[config.mk]
export PLATFORM = sky130hd
export DESIGN_NAME = pipe_hazard_ctrl
export DESIGN_NICKNAME = d
export VERILOG_FILES = /design/src/rtl/pipe_hazard_ctrl.sv
export SDC_FILE = /design/constraint.sdc
export NUM_CORES = 1
export LEC_CHECK = 0
export ABC_CLOCK_PERIOD_IN_PS = 1950
export CORE_UTILIZATION = 36
export DETAILED_ROUTE_END_ITERATION = 12
export GPL_TIMING_DRIVEN = 0
export PLACE_DENSITY = 0.77
export SLEW_MARGIN = 5
export SYNTH_ARGS = -nofsm -noshare
export SYNTH_HDL_FRONTEND = slang
export SYNTH_SLANG_ARGS = --single-unit
[constraint.sdc]
create_clock -name clk -period 1.95 [get_ports clk]
set_clock_uncertainty 0.05 [all_clocks]
set_input_delay 0.39 -clock clk [delete_from_list [all_inputs] [get_ports clk]]
set_output_delay 0.39 -clock clk [all_outputs]
set_load 0.05 [all_outputs]
[src/rtl/pipe_hazard_ctrl.sv]
// Pipeline sequencing controller: load-use stalls, branch squash and the interrupt-entry sequence.
// Optional flags save during interrupt entry is enabled by defining INT_FLAGS_SAVE_EN.
module pipe_hazard_ctrl #(
  parameter int DRAIN_CYCLES = 2
) (
  input  logic        clk,
  input  logic        rst,
  input  logic        idexMemRead,
  input  logic [3:0]  idexRegDest,
  input  logic [3:0]  ifidSrc1,
  input  logic [3:0]  ifidSrc2,
  input  logic        ifidUsesSrc2,
  input  logic        ifidValid,
  input  logic [15:0] ifidPC,
  input  logic        branchTaken,
  input  logic [15:0] branchTarget,
  input  logic        intReq,
  output logic        pcWrite,
  output logic        ifidWrite,
  output logic        ifidFlush,
  output logic        idexBubble,
  output logic        intPushPC,
  output logic        intPushFlags,
  output logic        intVector,
  output logic        intAck,
  output logic [15:0] retPC
);

`ifdef INT_FLAGS_SAVE_EN
  typedef enum logic [2:0] {
    S_RUN        = 3'd0,
    S_DRAIN      = 3'd1,
    S_PUSH_PC    = 3'd2,
    S_PUSH_FLAGS = 3'd3,
    S_VECTOR     = 3'd4
  } state_t;
`else
  typedef enum logic [2:0] {
    S_RUN        = 3'd0,
    S_DRAIN      = 3'd1,
    S_PUSH_PC    = 3'd2,
    S_VECTOR     = 3'd4
  } state_t;
`endif

  localparam logic [1:0] DRAIN_LOAD = 2'(DRAIN_CYCLES - 1);

  state_t      r_state;
  logic        r_pending;
  logic [1:0]  r_cnt;
  logic [15:0] r_ret_pc;

  logic w_load_use;
  logic w_accept;

  assign w_load_use = idexMemRead &&
                      ((idexRegDest == ifidSrc1) || (ifidUsesSrc2 && (idexRegDest == ifidSrc2)));
  assign w_accept   = (r_state == S_RUN) && r_pending && ifidValid && !branchTaken && !w_load_use;
  assign retPC      = r_ret_pc;

  always_ff @(posedge clk) begin
    if (rst) begin
      r_state   <= S_RUN;
      r_pending <= 1'b0;
      r_cnt     <= 2'd0;
      r_ret_pc  <= 16'h0000;
    end else begin
      // A new pulse in the acceptance cycle must survive the clear so it is serviced later.
      r_pending <= intReq | (r_pending & ~w_accept);
      case (r_state)
        S_RUN: begin
          if (w_accept) begin
            r_ret_pc <= ifidPC;
            r_cnt    <= DRAIN_LOAD;
            r_state  <= S_DRAIN;
          end
        end
        S_DRAIN: begin
          if (branchTaken) begin
            r_ret_pc <= branchTarget;
          end
          if (r_cnt == 2'd0) begin
            r_state <= S_PUSH_PC;
          end else begin
            r_cnt <= r_cnt - 2'd1;
          end
        end
`ifdef INT_FLAGS_SAVE_EN
        S_PUSH_PC:    r_state <= S_PUSH_FLAGS;
        S_PUSH_FLAGS: r_state <= S_VECTOR;
`else
        S_PUSH_PC:    r_state <= S_VECTOR;
`endif
        S_VECTOR:     r_state <= S_RUN;
        default:      r_state <= S_RUN;
      endcase
    end
  end

  always_comb begin
    pcWrite      = 1'b0;
    ifidWrite    = 1'b0;
    ifidFlush    = 1'b0;
    idexBubble   = 1'b0;
    intPushPC    = 1'b0;
    intPushFlags = 1'b0;
    intVector    = 1'b0;
    intAck       = 1'b0;
    if (rst) begin
      // Present the quiescent RUN controls while reset is held, whatever state we were in.
      pcWrite   = 1'b1;
      ifidWrite = 1'b1;
    end else begin
      case (r_state)
        S_RUN: begin
          pcWrite   = 1'b1;
          ifidWrite = 1'b1;
          if (branchTaken) begin
            ifidFlush  = 1'b1;
            idexBubble = 1'b1;
          end else if (w_load_use) begin
            pcWrite    = 1'b0;
            ifidWrite  = 1'b0;
            idexBubble = 1'b1;
          end else if (w_accept) begin
            pcWrite    = 1'b0;
            ifidFlush  = 1'b1;
            idexBubble = 1'b1;
          end
        end
        S_DRAIN: begin
          ifidFlush  = 1'b1;
          idexBubble = 1'b1;
        end
        S_PUSH_PC: begin
          intPushPC  = 1'b1;
          idexBubble = 1'b1;
        end
`ifdef INT_FLAGS_SAVE_EN
        S_PUSH_FLAGS: begin
          intPushFlags = 1'b1;
          idexBubble   = 1'b1;
        end
`endif
        S_VECTOR: begin
          pcWrite   = 1'b1;
          intVector = 1'b1;
          ifidFlush = 1'b1;
          intAck    = 1'b1;
        end
        default: begin
          pcWrite   = 1'b0;
        end
      endcase
    end
  end

endmodule

=== Yosys cells after proc, flatten, opt, wreduce, memory -nomap -nowiden ===
Cells that the tools add are included.

* Equal/unequal tests: 9
* Bitwise logic cells: 3
* Add/sub/neg operators: 1
* Mux-type cells: 31
* Reduce and logical (&&, ||, !) cells: 17

{| class="wikitable"
|+ Operator list
! kind !! count
|-
| 16-bit two-way mux || 2
|-
| 16-bit one-hot mux with 2 select lines || 1
|-
| 1-bit two-way mux || 19
|-
| 3-bit one-hot mux with 3 select lines || 1
|-
| 4-bit equality test || 2
|-
| 2-bit inequality test, second input constant || 4
|-
| 1-bit logical AND || 6
|-
| 3-bit two-way mux || 2
|-
| 1-bit one-hot mux with 2 select lines || 3
|-
| 3-bit AND reduction || 2
|-
| 2-bit two-way mux || 2
|-
| 2-bit one-hot mux with 2 select lines || 1
|-
| 2-bit OR reduction || 2
|-
| 3-bit by 1-bit equality test with 1-bit output, second input constant || 1
|-
| 3-bit by 2-bit equality test with 1-bit output, second input constant || 1
|-
| 3-bit equality test, second input constant || 1
|-
| 3-bit logical NOT || 1
|-
| 1-bit logical NOT || 2
|-
| 2-bit logical NOT || 1
|-
| 2-bit AND reduction || 1
|-
| 2-bit nonzero test || 1
|-
| 2-bit by 1-bit subtractor with 2-bit output, second input constant || 1
|-
| 1-bit AND || 1
|-
| 1-bit logical OR || 1
|-
| 2 further kinds || 2
|}

* Output and inout bits: 24
* Register bits after elaboration: 22
* Word-level logic and storage cells: 65
* Input bits: 51

=== Logic depth before layout (Yosys ltp) ===
* Depth in word-level cells: 11
* Gate-level depth with buffers: 8
* Mapped depth without buffers: 5

=== Least setup slack after synthesis ===
Ideal clock, no wire load.

* Path kind: input port to output port
* From: in rst
* To: out intVector
* Buffers on the path: 4
* Data required time: 1.510 ns
* Stages on the path: 5
* Slack: -1.599 ns
* Data arrival time: 3.109 ns
* Cell sequence: clkbuf_1 -> clkbuf_1 -> clkbuf_1 -> nor4b_1 -> buf_4

* Longest elaborated chain between the ends: 1

{| class="wikitable"
|+ RTL lines
! element !! RTL line !! source
|-
| start, declared || 7 || <nowiki>input logic rst,</nowiki>
|-
| 1-bit two-way mux || -- ||
|-
| end, declared || 24 || <nowiki>output logic intVector,</nowiki>
|}

No other way between the ends.

=== Worst setup path after layout ===
* From: in idexRegDest[1]
* To: out ifidWrite

* Longest elaborated chain between the ends: 8
* Elaborated cells on any way between the ends: 9
* Classes of those cells: eq/ne (2); mux (4); reduce/logical (3)

{| class="wikitable"
|+ RTL lines
! element !! RTL line !! source
|-
| start, declared || 9 || <nowiki>input logic [3:0] idexRegDest,</nowiki>
|-
| 4-bit equality test || 57 || <nowiki>((idexRegDest == ifidSrc1) || (ifidUsesSrc2 && (idexRegDest == ifidSrc2)));</nowiki>
|-
| 1-bit logical AND || 57 ||
|-
| 1-bit logical OR * || 57 ||
|-
| 1-bit logical AND * || 56 || <nowiki>assign w_load_use = idexMemRead &&</nowiki>
|-
| 1-bit two-way mux * || 121 || <nowiki>end else if (w_load_use) begin</nowiki>
|-
| 1-bit two-way mux * || 118 || <nowiki>if (branchTaken) begin</nowiki>
|-
| 1-bit two-way mux * || 114 || <nowiki>case (r_state)</nowiki>
|-
| 1-bit two-way mux * || 109 || <nowiki>if (rst) begin</nowiki>
|-
| end, declared || 19 || <nowiki>output logic ifidWrite,</nowiki>
|}

Every way passes the cells marked *; elsewhere a longest branch is shown, timed or not.

==> flow_summary.yaml <==
sta:
  grt_setup_unrepaired: "true"
  tightest_slew_ns: 0.522
  drv_slew: 0
  hold_viol: 0
  post-route-min-period_ns: 2.23
  setup_tns_ns: -2.24
  worst_slack_ns: -0.278
  max_slew_margin_pct: 65.1
  fmax_ghz: 0.449
  fin_crit_sh_pct: 114
  finalSetupViolations: 20
detailed_routing:
  drtIter0Drc: 79
  routed_wl_mm: 3.95
  met3_length_um: 226
  viasPerCell: 4.91
  met1_length_mm: 1.59
  drt_first_pass_iters: 4
  top_layer_used: "met4"
  met2WireLength_mm: 2.11
  drc: 0
  antenna_left: 0
  vias: 1408
  wl_per_cell_um: 13.8
placement:
  portBuffers: 72
  gp_congestion: 0.723
  pre_cts_ws_ns: -1.22
  place_hpwl_mm: 2.74
  placed_cells: 272
  post_dp_cell_area_um2: 2320
logic_synthesis:
  synth_edf_count: 0
  synth.distinct_cells: 41
  syn_area_per_cell_um2: 9.47
  synth_top_cell_by_area: "dfxtp_1"
  synth_top_area_share_pct: 30.6
  synth_area_leaders: "dfxtp_1, mux2i_1, mux2_4"
  synth-async-reset-ratio_pct: 0
  yosysSeqAreaShare_pct: 30.6
  yosysWarnings: 0
  netlist_instances: 152
  ys.flop_type: "dfxtp_1"
  ys_seq_elements: 22
  syn-num-nets: 204
  syn_area_um2: 1440
clocking:
  hold_buffers: 0
  clk_latency_ns: 0.26
  cts.root.buffer_cell: "clkbuf_8"
  cts_num_sinks: 22
  clk_pin_slew_ns: 0.08
  cts-buffers-inserted: 3
  clockBufferDepth: 2
  cts_tree: "done"
  h-tree-depth: 1
critical_path:
  worst_ep_required_time_ns: 1.51
  worst_setup_path_end_kind: "output pin"
  crit_path_start_kind: "input pin"
  critPathMaxFanout: 3
  critical_path_arrival_ns: 1.79
  crit_type: "input pin to output pin"
final_layout:
  final_layout_size_suffix_gt1_share_pct: 34.7
  insertedDiodeCount: 0
  layout_common_cells: "clkdlybuf4s50_1, nor2_1, dfxtp_1, mux2i_1"
  fin_area_um2: 2580
  final_common_cell: "clkdlybuf4s50_1"
  num-nets-final: 292
  fillers: 313
  finalNonFillerCells: 287
  area_delta_synth_final_pct: 78.9
floorplanning:
  ios: 75
  core_um2: 3740
  die_area_um2: 4260
  die_h_um: 65.3
  rows: 22
  start_util_pct: 38.5
  die_w_um: 65.3
power_and_ir_drop:
  p_comb_share_pct: 37.5
  internal_power_uw: 911
  clkPwrFrac_pct: 25.2
  p_total_uw: 1300
  power.density_nw_per_um2: 506
  seq_power_share_pct: 37.2
  p_leak_uw: 0.00107
  p_sw_uw: 392
  swShare_pct: 30.1
  ir_worst_vdd_v: 0.000462
outcome:
  outcome: "finished, violations left"
  violations: "negative setup slack"
global_route:
  antenna_found_initial: 0
  grt_usage_pct: 19.2
  grt_pass1_wl_mm: 6.28
  grt_max_degree: 13
  grt_pass1_vias: 1393
  grt_overflow: 0
run:
  max-cap-violations: 0
min_path:
  hp-class: "register to register"
[per-stage QoR]
stage | util, % | hold WS [ns]
after CTS | 67.1 | 0.446
after global routing | 68.8 | 0.487
after floorplan | - | 0.401
after global placement | 62.1 | 0.414
after detailed placement | 62.1 | 0.434
final | 68.8 | 0.444
[repair_timing]
action,CTS,global route
gates resized for setup,108,23
setup buffers,9,5
gates cloned,1,0
setup endpoints to repair,25,23
pin swaps,16,10
[power by group through the flow]
stage	Sequential, uW	Combinational (uW)	Clock, uW
after global routing	488	517	356
after floorplan	556	200	0
after global placement	492	437	0
after CTS	484	477	339
after detailed placement	494	440	0
final	485	489	329
[final timing paths]
kind / from / endpoint / slack (ns) / cells after the start
min reg2reg: r_cnt[1] / r_cnt[1] / 0.44 / 2
max: idexRegDest[1] / ifidWrite / -0.28 / 7
max reg2reg: r_state[0] / retPC[1] / -0.09 / 9
min: r_cnt[1] / r_cnt[1] / 0.44 / 2
[metal layers]
layer | global-route usage (%) | vias to the layer above
met1 | 21.4 | 671
met5 | 0 | -
met4 | 4.35 | 0
met3 | 5.90 | 2
met2 | 35.2 | 40
li1 | - | 695
[flip-flops by register name, summed over array words and instances, names as in the netlist]
name       flops
retPC         16
r_state        3
r_cnt          2
r_pending      1
[Yosys cell counts, drive strengths merged (3+ instances only)]
master and instances:
nor3 3, nor2 24, inv 4, buf 7, mux2 16, dfxtp 22, mux2i 17, xor2 7
clkbuf 5, nor2b 16
[worst max-delay path, cell delays in order]
cell,delay (ns)
buf_6,0.09
xor2_1,0.16
nor4_2,0.30
a31oi_2,0.09
or3_1,0.35
a31o_4,0.26
buf_8,0.14
[final cells by class]
cell class / count / area (um^2) / area share, %
buffer: 10 / 129 / 5.00
sequential: 22 / 449 / 17.4
inverter: 4 / 15.0 / 0.583
multi-input combinational: 114 / 1050 / 40.9
tap: 48 / 60.1 / 2.33
clock buffer: 4 / 55.1 / 2.14
timing repair buffer: 85 / 815 / 31.6
[cells by family after synthesis]
family | after synthesis | share of synthesized area [%]
AND/OR/NAND/NOR | 57 | 21.4
multiplexers | 33 | 26.9
flip-flops | 22 | 30.6
buffers and inverters | 16 | 6.17
AO/OA/AOI/OAI | 14 | 8.95
XOR/XNOR | 8 | 4.87
adder cells (fa/ha/maj) | 1 | 0.869
other | 1 | 0.260
Note: power is estimated with default switching activity, not from simulation.
